`config.mk`:
```
export PLATFORM = sky130hd
export DESIGN_NAME = clock_divider_flat
export DESIGN_NICKNAME = d
export VERILOG_FILES = /design/src/rtl/clock_divider_if.sv /design/src/rtl/clock_divider.sv /design/src/flat_wrapper.sv
export SDC_FILE = /design/constraint.sdc
export NUM_CORES = 1
export LEC_CHECK = 0
export ABC_CLOCK_PERIOD_IN_PS = 3000
export CORE_MARGIN = 3
export CORE_UTILIZATION = 29
export CTS_CLUSTER_DIAMETER = 120
export DETAILED_ROUTE_END_ITERATION = 10
export GPL_TIMING_DRIVEN = 1
export SYNTH_ARGS = -nofsm -noshare
export SYNTH_HDL_FRONTEND = slang
export SYNTH_SLANG_ARGS = --single-unit
```
`constraint.sdc`:
```
create_clock -name clk -period 3 [get_ports clk]
set_input_delay 0.6 -clock clk [delete_from_list [all_inputs] [get_ports clk]]
set_output_delay 0.6 -clock clk [all_outputs]
set_load 0.05 [all_outputs]
```
`src/rtl/clock_divider_if.sv`:
```
// Output bundle of the timebase: divided square-wave clocks and time-of-day counts.
// The divider drives it through the master modport; consumers use the slave modport.
`timescale 1ns/1ps
interface clock_divider_if;
  logic       D_2us_clk;
  logic       D_1ms_clk;
  logic       D_1s_clk;
  logic       D_1m_clk;
  logic       D_1h_clk;
  logic       D_1d_clk;
  logic [5:0] clk_1s_count;
  logic [5:0] clk_1m_count;
  logic [4:0] clk_1h_count;
  logic [9:0] clk_1d_count;

  modport master (
    output D_2us_clk, D_1ms_clk, D_1s_clk, D_1m_clk, D_1h_clk, D_1d_clk,
    output clk_1s_count, clk_1m_count, clk_1h_count, clk_1d_count
  );

  modport slave (
    input D_2us_clk, D_1ms_clk, D_1s_clk, D_1m_clk, D_1h_clk, D_1d_clk,
    input clk_1s_count, clk_1m_count, clk_1h_count, clk_1d_count
  );
endinterface

```
`src/rtl/clock_divider.sv`:
```
// Free-running timebase: cascaded prescalers to 2 us / 1 ms / 1 s, then a binary
// sec/min/hour/day counter, with registered 50%-duty divided clocks at every level.
`timescale 1ns/1ps
module clock_divider #(
  parameter int unsigned DIV_2US = 100,
  parameter int unsigned DIV_1MS = 500,
  parameter int unsigned DIV_1S  = 1000
) (
  input  logic             clk,
  input  logic             x_clr,
  clock_divider_if.master  bus
);

  localparam int unsigned P2_W = (DIV_2US > 1) ? $clog2(DIV_2US) : 1;
  localparam int unsigned PM_W = (DIV_1MS > 1) ? $clog2(DIV_1MS) : 1;
  localparam int unsigned PS_W = (DIV_1S  > 1) ? $clog2(DIV_1S)  : 1;

  localparam logic [P2_W-1:0] P2_MAX  = P2_W'(DIV_2US - 1);
  localparam logic [P2_W-1:0] P2_HALF = P2_W'(DIV_2US / 2);
  localparam logic [P2_W-1:0] P2_ONE  = P2_W'(1);
  localparam logic [PM_W-1:0] PM_MAX  = PM_W'(DIV_1MS - 1);
  localparam logic [PM_W-1:0] PM_HALF = PM_W'(DIV_1MS / 2);
  localparam logic [PM_W-1:0] PM_ONE  = PM_W'(1);
  localparam logic [PS_W-1:0] PS_MAX  = PS_W'(DIV_1S - 1);
  localparam logic [PS_W-1:0] PS_HALF = PS_W'(DIV_1S / 2);
  localparam logic [PS_W-1:0] PS_ONE  = PS_W'(1);

  logic [P2_W-1:0] p2_q, p2_d;
  logic [PM_W-1:0] pm_q, pm_d;
  logic [PS_W-1:0] ps_q, ps_d;
  logic [5:0]      sec_q, sec_d;
  logic [5:0]      min_q, min_d;
  logic [4:0]      hr_q, hr_d;
  logic [9:0]      day_q, day_d;
  logic            d2us_q, d2us_d;
  logic            d1ms_q, d1ms_d;
  logic            d1s_q, d1s_d;
  logic            d1m_q, d1m_d;
  logic            d1h_q, d1h_d;
  logic            d1d_q, d1d_d;

  logic tick_2us_s, tick_1ms_s, tick_1s_s, tick_1m_s, tick_1h_s, tick_1d_s;

  // Next-state of the whole cascade; every carry of one chain lands on the same edge.
  always_comb begin
    tick_2us_s = (p2_q == P2_MAX);
    tick_1ms_s = tick_2us_s && (pm_q == PM_MAX);
    tick_1s_s  = tick_1ms_s && (ps_q == PS_MAX);
    tick_1m_s  = tick_1s_s  && (sec_q == 6'd59);
    tick_1h_s  = tick_1m_s  && (min_q == 6'd59);
    tick_1d_s  = tick_1h_s  && (hr_q == 5'd23);

    p2_d  = tick_2us_s ? '0 : p2_q + P2_ONE;
    pm_d  = tick_1ms_s ? '0 : (tick_2us_s ? pm_q + PM_ONE : pm_q);
    ps_d  = tick_1s_s  ? '0 : (tick_1ms_s ? ps_q + PS_ONE : ps_q);
    sec_d = tick_1m_s  ? 6'd0 : (tick_1s_s ? sec_q + 6'd1 : sec_q);
    min_d = tick_1h_s  ? 6'd0 : (tick_1m_s ? min_q + 6'd1 : min_q);
    hr_d  = tick_1d_s  ? 5'd0 : (tick_1h_s ? hr_q + 5'd1 : hr_q);
    day_d = tick_1d_s  ? day_q + 10'd1 : day_q;

    // Divided clocks follow the next counter value so they register alongside it.
    d2us_d = (p2_d >= P2_HALF);
    d1ms_d = (pm_d >= PM_HALF);
    d1s_d  = (ps_d >= PS_HALF);
    d1m_d  = (sec_d >= 6'd30);
    d1h_d  = (min_d >= 6'd30);
    d1d_d  = (hr_d >= 5'd12);
  end

  // State registers with asynchronous clear of every counter and divided clock.
  always_ff @(posedge clk or negedge x_clr) begin
    if (!x_clr) begin
      p2_q   <= '0;
      pm_q   <= '0;
      ps_q   <= '0;
      sec_q  <= 6'd0;
      min_q  <= 6'd0;
      hr_q   <= 5'd0;
      day_q  <= 10'd0;
      d2us_q <= 1'b0;
      d1ms_q <= 1'b0;
      d1s_q  <= 1'b0;
      d1m_q  <= 1'b0;
      d1h_q  <= 1'b0;
      d1d_q  <= 1'b0;
    end else begin
      p2_q   <= p2_d;
      pm_q   <= pm_d;
      ps_q   <= ps_d;
      sec_q  <= sec_d;
      min_q  <= min_d;
      hr_q   <= hr_d;
      day_q  <= day_d;
      d2us_q <= d2us_d;
      d1ms_q <= d1ms_d;
      d1s_q  <= d1s_d;
      d1m_q  <= d1m_d;
      d1h_q  <= d1h_d;
      d1d_q  <= d1d_d;
    end
  end

  assign bus.D_2us_clk    = d2us_q;
  assign bus.D_1ms_clk    = d1ms_q;
  assign bus.D_1s_clk     = d1s_q;
  assign bus.D_1m_clk     = d1m_q;
  assign bus.D_1h_clk     = d1h_q;
  assign bus.D_1d_clk     = d1d_q;
  assign bus.clk_1s_count = sec_q;
  assign bus.clk_1m_count = min_q;
  assign bus.clk_1h_count = hr_q;
  assign bus.clk_1d_count = day_q;

endmodule

```
`src/flat_wrapper.sv`:
```
// flat-port wrapper written by rule: the top's interface ports become plain ports
module clock_divider_flat 
#(
  parameter int unsigned DIV_2US = 100,
  parameter int unsigned DIV_1MS = 500,
  parameter int unsigned DIV_1S  = 1000
)
  (clk, x_clr, bus_D_2us_clk, bus_D_1ms_clk, bus_D_1s_clk, bus_D_1m_clk, bus_D_1h_clk, bus_D_1d_clk, bus_clk_1s_count, bus_clk_1m_count, bus_clk_1h_count, bus_clk_1d_count);
  clock_divider_if bus_i ();
  input  logic clk;
  input  logic x_clr;
  output wire logic [$bits(bus_i.D_2us_clk)-1:0] bus_D_2us_clk;
  output wire logic [$bits(bus_i.D_1ms_clk)-1:0] bus_D_1ms_clk;
  output wire logic [$bits(bus_i.D_1s_clk)-1:0] bus_D_1s_clk;
  output wire logic [$bits(bus_i.D_1m_clk)-1:0] bus_D_1m_clk;
  output wire logic [$bits(bus_i.D_1h_clk)-1:0] bus_D_1h_clk;
  output wire logic [$bits(bus_i.D_1d_clk)-1:0] bus_D_1d_clk;
  output wire logic [$bits(bus_i.clk_1s_count)-1:0] bus_clk_1s_count;
  output wire logic [$bits(bus_i.clk_1m_count)-1:0] bus_clk_1m_count;
  output wire logic [$bits(bus_i.clk_1h_count)-1:0] bus_clk_1h_count;
  output wire logic [$bits(bus_i.clk_1d_count)-1:0] bus_clk_1d_count;
  assign bus_D_2us_clk = bus_i.D_2us_clk;
  assign bus_D_1ms_clk = bus_i.D_1ms_clk;
  assign bus_D_1s_clk = bus_i.D_1s_clk;
  assign bus_D_1m_clk = bus_i.D_1m_clk;
  assign bus_D_1h_clk = bus_i.D_1h_clk;
  assign bus_D_1d_clk = bus_i.D_1d_clk;
  assign bus_clk_1s_count = bus_i.clk_1s_count;
  assign bus_clk_1m_count = bus_i.clk_1m_count;
  assign bus_clk_1h_count = bus_i.clk_1h_count;
  assign bus_clk_1d_count = bus_i.clk_1d_count;
  clock_divider #(.DIV_2US(DIV_2US), .DIV_1MS(DIV_1MS), .DIV_1S(DIV_1S)) u_core (.clk(clk), .x_clr(x_clr), .bus(bus_i));
endmodule
```
# Word level (Yosys, flattened, before mapping)

Index checks and enable logic that the tools add are counted.
W data, S select, Z words.

Add/sub/neg operators: 7
Magnitude comparators: 6
Eq/ne operators: 6
Mux-type cells: 11
Reductions and logical operators: 5

Operator list:

| operator                | count |
|---|---|
| $mux W6                 | 4 |
| $add A10 B1 Y10 const B | 2 |
| $mux W10                | 2 |
| $mux W9                 | 2 |
| $add A6 B1 Y6 const B   | 2 |
| $eq A6 B6 Y1 const B    | 2 |
| $ge A6 B5 Y1 const B    | 2 |
| $eq A10 B10 Y1 const B  | 1 |
| $ge A10 B9 Y1 const B   | 1 |
| $mux W5                 | 2 |
| $add A9 B1 Y9 const B   | 1 |
| $eq A9 B9 Y1 const B    | 1 |
| $ge A9 B8 Y1 const B    | 1 |
| $add A7 B1 Y7 const B   | 1 |
| $eq A7 B7 Y1 const B    | 1 |
| $ge A7 B6 Y1 const B    | 1 |
| $mux W7                 | 1 |
| $add A5 B1 Y5 const B   | 1 |
| $eq A5 B5 Y1 const B    | 1 |
| $ge A5 B4 Y1 const B    | 1 |
| $logic_and A1 B1 Y1     | 5 |

Input port bits: 2
Output and inout bits: 33
Register bits: 59
Logic and storage cells: 48

# Depth between registers and ports, before layout

Gate-level depths: netlist of the first run.

Depth after elaboration: 8
Gate-level depth with buffers: 10
Depth with buffers taken out: 7

# Least setup slack after synthesis of the first run

OpenSTA, ideal clock, no wires.

Kind: register to register
From: register u_core.sec_q[0] (netlist: u_core.bus.clk_1s_count[0])
To: register u_core.day_q[7] (netlist: u_core.bus.clk_1d_count[7])
Required time: 2.859 ns
Slack: 0.490 ns
Buffers on the path: 0
Library setup time: 0.141 ns
Data arrival time: 2.370 ns
Cell stages (with the launch flop): 8
Period minus slack after synthesis: 2.510 ns
Cell sequence: dfrtp_1 -> ha_1 -> nand2_1 -> nor3_1 -> nand4_1 -> nor3_1 -> nand3_1 -> xnor2_1

Word-level cells in the longest chain between the ends: 4

Ends and longest elaborated chain:

| what                   | RTL line            | source |
|---|---|---|
| start, declared        | clock_divider.sv:31 | `logic [5:0] sec_q, sec_d;` |
| start signal, assigned | clock_divider.sv:76 | `sec_q <= 6'd0;` |
| start signal, assigned | clock_divider.sv:90 | `sec_q <= sec_d;` |
| $eq A6 B6 Y1           | clock_divider.sv:49 | `tick_1m_s = tick_1s_s && (sec_q == 6'd59);` |
| $logic_and A1 B1 Y1    | clock_divider.sv:49 |  |
| $logic_and A1 B1 Y1    | clock_divider.sv:50 | `tick_1h_s = tick_1m_s && (min_q == 6'd59);` |
| $logic_and A1 B1 Y1    | clock_divider.sv:51 | `tick_1d_s = tick_1h_s && (hr_q == 5'd23);` |
| end signal, assigned   | clock_divider.sv:93 | `day_q <= day_d;` |
| end, declared          | clock_divider.sv:34 | `logic [9:0] day_q, day_d;` |

No other way between the ends.
A chain may end at the register's enable or synchronous reset.

# Worst setup path after layout of the first run

From: register u_core.pm_q[1]
To: register u_core.day_q[1] (netlist: u_core.bus.clk_1d_count[1])

Word-level cells in the longest chain between the ends: 6

Ends and longest elaborated chain:

| what                   | RTL line            | source |
|---|---|---|
| start, declared        | clock_divider.sv:29 | `logic [PM_W-1:0] pm_q, pm_d;` |
| start signal, assigned | clock_divider.sv:88 | `pm_q <= pm_d;` |
| $eq A9 B9 Y1           | clock_divider.sv:47 | `tick_1ms_s = tick_2us_s && (pm_q == PM_MAX);` |
| $logic_and A1 B1 Y1    | clock_divider.sv:47 |  |
| $logic_and A1 B1 Y1    | clock_divider.sv:48 | `tick_1s_s = tick_1ms_s && (ps_q == PS_MAX);` |
| $logic_and A1 B1 Y1    | clock_divider.sv:49 |  |
| $logic_and A1 B1 Y1    | clock_divider.sv:50 |  |
| $logic_and A1 B1 Y1    | clock_divider.sv:51 |  |

No other way between the ends.

==> results of run 1 <==
-- path summary, 6_finish.rpt --
kind | start | endpoint | slack (ps)
worst max register to register | u_core.pm_q[1] | u_core.bus.clk_1d_count[1] | 320
min in group clk | u_core.bus.clk_1d_count[9] | u_core.bus.clk_1d_count[9] | 480
worst max-delay path | u_core.pm_q[1] | u_core.bus.clk_1d_count[1] | 320
worst min register to register | u_core.bus.clk_1d_count[9] | u_core.bus.clk_1d_count[9] | 480
max in group asynchronous | x_clr | u_core.bus.D_2us_clk | 2080
worst min-delay path | x_clr | u_core.bus.clk_1m_count[3] | 310
-- power by group --
| group | internal, mW | switching [mW] |
|---|---|---|
| Clock | 0.559 | 0.341 |
| Sequential | 0.795 | 0 |
| Combinational | 0.00309 | 0.0158 |
| Total | 1.36 | 0.357 |
-- cells by family (layout without fill, tap and decap cells) --
| family | after synthesis | in the layout | share of synthesized area |
|---|---|---|---|
| adders and majority gates | 8 | 8 | 0.0312 |
| muxes | 5 | 5 | 0.0168 |
| buffers and inverters | 24 | 72 | 0.0328 |
| xor gates and xnor gates | 22 | 22 | 0.0601 |
| DFF | 59 | 59 | 0.460 |
| and+or+nand+nor | 157 | 157 | 0.255 |
| AOI/OAI and AO/OA | 69 | 69 | 0.144 |
-- metal layers --
metal  part of all wire  global-route usage  routed length (um)
met5                  0                   0                   0
met4              0.012              0.0519                  91
met3              0.033              0.0328                 244
met2               0.46               0.194                3370
met1               0.49               0.167                3590
-- worst max-delay path, delay by kind of cell, from the launching register on --
| kind | cells | cell delay [ps] |
|---|---|---|
| adder cells (fa/ha/maj) | 1 | 210 |
| flip-flops | 1 | 430 |
| multiplexers | 1 | 360 |
| AND/OR/NAND/NOR | 4 | 1570 |
-- registers in the layout, indices dropped and copies added, names as in the netlist, 5 cells and up --
name / flops
u_core.ps_q: 10
u_core.bus.clk_1m_count: 6
u_core.p2_q: 7
u_core.bus.clk_1h_count: 5
u_core.bus.clk_1d_count: 10
u_core.pm_q: 9
u_core.bus.clk_1s_count: 6
-- layout make-up --
class                   count  area share
flip-flops and latches     59       0.370
repair buffers             45       0.108
multi-input cells         261       0.407
clock inverters             7      0.0310
inverters                  11      0.0103
well taps                 136      0.0426
clock buffers               9      0.0310
-- layout by cell type, fill, tap and decap left out, types with 4 or more instances in the layout --
cell             instances
dfrtp_1                 59
nand2_1                 41
clkdlybuf4s50_1         33
nand3_1                 27
o21ai_0                 26
nor2_1                  23
xnor2_1                 17
nand4_1                 16
o31ai_1                 12
inv_1                   11
nor3_1                  10
buf_4                   10
clkbuf_8                 9
and3_1                   8
ha_1                     8
and2_1                   7
a31oi_1                  6
nor4_1                   5
xor2_1                   5
a21oi_1                  5
o31a_1                   4
-- stage by stage --
| stage | utilization | hold WS (ps) | instance area (sq um) | instances |
|---|---|---|---|---|
| 3_3_place_gp | 0.355 | 467 | 3740 | 512 |
| 4_1_cts | 0.378 | 305 | 3990 | 528 |
| 6_report | 0.378 | 307 | 3990 | 528 |
| 3_5_place_dp | 0.355 | 476 | 3740 | 512 |
| 5_1_grt | 0.378 | 334 | 3990 | 528 |
| 2_1_floorplan | - | 304 | 3210 | 344 |
==> metrics, run 1 <==
status finished, final reports clean; min cycle time layout 2680 ps; Worst path max stage delay 650 ps; Die Area 12400 sq um; Max FO, Critical Path 7; final slew viol count 0; initial antenna violation count 0; Initial Util 0.304; Max Fclk 374 MHz; routed wire length 7300 um; Final Setup Violations 0; P&R area growth vs syn 24.5%; post-DR wirelength/cell between 10 and 15 um; leakage power between 1.5 and 2 nW; pwr dens 429 nW/um^2; Seq. cell area 1480 sq um; CP Class reg2reg; CP Capture Type flop; WP data required 3230 ps; Buffers on Ports 34; Reg2Reg Depth 6; Detail Placement HPWL 5410 um; CP cell instances ha_1, nand2_1, or4_1, nor4_1, and3_1, mux2_2; # H-tree levels 3; Ports 35; Post-CTS Setup Inserts 0; FP Rows 37; Synth Area per Inst 9.32 sq um; Slew HR 0.506; Yosys top cell area share 0.460; clock-pin slew on the worst setup and hold paths 80 ps; multi-input logic area about 1600 sq um; most frequent cell after synthesis dfrtp_1; top cells by count, synth dfrtp_1, nand2_1, nand3_1, o21ai_0, nor2_1; final estimated routing congestion in global placement 0.870; CTS tree yes; clk buf depth 2; DR vias 2735; Tot GR Track Use 0.126; Worst Tran Pin Value 734 ps; setup TNS 0 ps; final worst setup slack 325 ps; drt pass-1 iters 4; max-cap violation count 0; hold-fix buffers at CTS 0; Worst Setup Start Kind flop; CTS sink count 59; final hold vios 0; vias in the first global route about 2.6k; layout cells sized above 1 0.0969; fin crit share 0.892; Iteration-0 DRC Markers 112; area leader, netlist dfrtp_1; pre-CTS setup slack 344 ps; vias per cell roughly 5.2; Post-synth EDFFs 0; Mapped Area 3210 sq um; Worst Path Arrival approximately 2900 ps; ys flop type dfrtp_1; syn_nets approximately 350; Fillers 1071; Post-CTS Resized 0; flops & latches, synth 59; final net count 397; die width approximately 110 um; top cells by area, synth dfrtp_1, nand2_1, xnor2_1, nand3_1, o21ai_0; sequential area share after synthesis 0.460; Clock Skew around 15 ps; total grt overflow 0; Final Power 1.71 mW; Num CTS Buffers 9; Yosys cell types 49; largest net degree at the start of global routing 32; Slowest cell on crit path or4_1; Gate Count Post-Synth between 300 and 400; first-pass GRT wire length 12900 um; min-delay worst type in2async; RSZ-0062 raised after global routing no; core area 10600 sq um; Final ANT Viol Nets 0; ys async rst share 1.00; ant diodes 0; Yosys warnings 0; Remaining DRCs 0; VDD IR-drop max 0.270 mV; worst-skew pair later-pin latency 340 ps; die span in y 111 um; clock root cell clkbuf_8
No activity file was read; power rests on OpenSTA's default activity.
==> run 2: changes to the inputs <==
Settings changed: SETUP_SLACK_MARGIN from default to 0.5.
==> run 2 against run 1 <==
Net effect:
- design area up 1.2%
- final cell count up 0.57%
- worst setup slack better by 240 ps
- combinational power about the same
- critical path depth up 2
- core utilization up 0.44 points
- clock skew down 8.4 ps
- largest cell class unchanged
==> metrics, run 2 (synthesized netlist as in run 1, its figures left out) <==
WP data required 3220 ps (was 3230 ps); Initial Util 0.304 (unchanged); Worst Tran Pin Value 509 ps (was 734 ps); largest net degree at the start of global routing 60 (was 32); total grt overflow 0 (unchanged); # H-tree levels 3 (unchanged); final hold vios 0 (unchanged); pre-CTS setup slack 384 ps (was 344 ps); Detail Placement HPWL 5340 um (was 5410 um); P&R area growth vs syn 25.9% (was 24.5%); FP Rows 37 (unchanged); most frequent cells in the layout dfrtp_1, nand2_1, clkdlybuf4s50_1 (unchanged); CTS sink count 59 (unchanged); core area 10600 sq um (unchanged); CP Class reg2reg (unchanged); net switching power 0.330 mW (was 0.357 mW); commonest non-fill, non-tap cell in the layout dfrtp_1 (unchanged); CP Capture Type flop (unchanged); Worst R2R Start u_core.pm_q[1] (unchanged); ant diodes 0 (unchanged); Final ANT Viol Nets 0 (unchanged); fin crit share 0.811 (was 0.892); Worst Setup Start Kind flop (unchanged); Die Area 12400 sq um (unchanged); RSZ-0062 raised after global routing yes (was no); sw frac 0.194 (was 0.208); routed wire length 7460 um (was 7300 um); Max Fclk 411 MHz (was 374 MHz); min-delay worst type in2async (unchanged); post-route cell area 4040 sq um (was 3990 sq um); R2R setup slack 570 ps (was 320 ps); Worst path max stage delay 570 ps (was 650 ps); layout cells sized above 1 0.116 (was 0.0969); status finished, final reports clean (unchanged); internal power 1.37 mW (was 1.36 mW); Worst Path Buf+Inv 1 (was 0); Remaining DRCs 0 (unchanged); final estimated routing congestion in global placement 0.845 (was 0.870); DR vias 2796 (was 2735); met3 usage 0.0366 (was 0.0328); Area after DPL 3740 sq um (about the same); drt pass-1 iters 4 (unchanged); first-pass GRT wire length 13200 um (was 12900 um); Top delay family on crit path simple AND/OR/NAND/NOR gates (unchanged); max-cap violation count 0 (unchanged); vias in the first global route 2762 (was 2649); die span in y 111 um (unchanged); CP cell instances ha_1, nand2_1, or4_4, nor4_4, buf_4, mux2_2, a21oi_1, o31ai_2 (was ha_1, nand2_1, or4_1, nor4_1, and3_1, mux2_2); met1 Usage GRT 0.165 (was 0.167); GR peak layer met2 (unchanged); Worst Path Arrival 2650 ps (was 2910 ps); vias per cell 5.27 (was 5.18); die width 111 um (unchanged); clock-pin slew on the worst setup and hold paths 70 ps (was 80 ps); initial antenna violation count 0 (unchanged); Num CTS Buffers 9 (unchanged); post-DR wirelength/cell 14.0 um (was 13.8 um); CTS tree yes (unchanged); Ports 35 (unchanged); Tot GR Track Use 0.129 (was 0.126); Final Setup Violations 0 (unchanged); leakage power 1.70 nW (was 1.67 nW); setup TNS 0 ps (unchanged); Clock Power Share 0.521 (was 0.525); Reg2Reg Depth 8 (was 6); final net count 400 (was 397); Clock Skew 6.67 ps (was 15.1 ps); pwr dens 421 nW/um^2 (was 429 nW/um^2); GRT met2 Usage 0.203 (was 0.194); Buffers on Ports 34 (unchanged); final slew viol count 0 (unchanged); Slowest cell on crit path or4_4 (was or4_1); worst-skew pair later-pin latency 330 ps (was 340 ps); final worst setup slack 568 ps (was 325 ps); Iteration-0 DRC Markers 194 (was 112); Comb pwr share 0.011 (about the same); VDD IR-drop max 0.220 mV (was 0.270 mV); clock root cell clkbuf_8 (unchanged); Reg power frac 0.468 (was 0.464); Max FO, Critical Path 7 (unchanged); clk buf depth 2 (unchanged); reg-to-reg endpoint u_core.bus.D_1h_clk (was u_core.bus.clk_1d_count[1]); Slew HR 0.659 (was 0.506); min cycle time layout 2430 ps (was 2680 ps)
-- run 2: cell types whose count changed in the layout (fill, tap and decap cells not counted), sizes merged --
cell,previous run,this run
buf,12,15
clkbuf,9,11
clkdlybuf4s50,33,32
clkinv,1,2
clkinvlp,1,0
dlymetal6s2s,0,1
inv,13,11
-- run 2: how the worst max path moves through the flow --
stage | from | to | slack, ps | cells past startpoint
4_1_cts | u_core.p2_q[0] | u_core.bus.D_1h_clk | 540 | 6
3_3_place_gp | u_core.pm_q[1] | u_core.bus.D_1h_clk | 450 | 7
5_1_grt | u_core.pm_q[1] | u_core.bus.D_1h_clk | 410 | 8
3_5_place_dp | u_core.pm_q[1] | u_core.bus.clk_1d_count[1] | 380 | 6
2_1_floorplan | u_core.bus.clk_1s_count[1] | u_core.bus.clk_1d_count[7] | 500 | 7
6_report | u_core.pm_q[1] | u_core.bus.D_1h_clk | 570 | 8
-- run 2: metrics by stage --
| step | util | instances | total power, mW | hold slack (ps) |
|---|---|---|---|---|
| 5_1_grt | 0.383 | 531 | 1.77 | 284 |
| 4_1_cts | 0.378 | 527 | 1.73 | 263 |
| 6_report | 0.383 | 531 | 1.70 | 265 |
| 2_1_floorplan | - | 344 | 0.811 | 304 |
| 3_5_place_dp | 0.354 | 511 | 0.830 | 471 |
| 3_3_place_gp | 0.354 | 511 | 0.831 | 468 |
-- run 2: timing repair --
action                     in CTS  in global routing
pin swaps                       1                  2
setup endpoints to repair      10                 17
resized for setup               3                  4
hold buffers                    0                  0
buffers inserted                0                  4
-- run 2: final cells by class --
type / count / area (sq um)
fill: 1063 / 6520
timing repair buffer: 48 / 455
multi-input combinational: 261 / 1650
clock inverter: 5 / 100
inverter: 11 / 41.3
clock buffer: 11 / 141
tap: 136 / 170
sequential: 59 / 1480
-- run 2: routing by layer --
layer | up-vias | wire (um)
met5 | - | 0
met4 | 0 | 138
met3 | 17 | 330
met2 | 70 | 3530
met1 | 1361 | 3460
li1 | 1348 | -
-- run 2: power groups by stage --
stage               combinational [mW]  clock (mW)  sequential (mW)
floorplan                  0.000000596           0            0.811
global placement                0.0202           0            0.810
detailed placement              0.0202           0            0.810
CTS                             0.0203       0.916            0.795
global route                    0.0224       0.950            0.795
finish                          0.0187       0.887            0.795
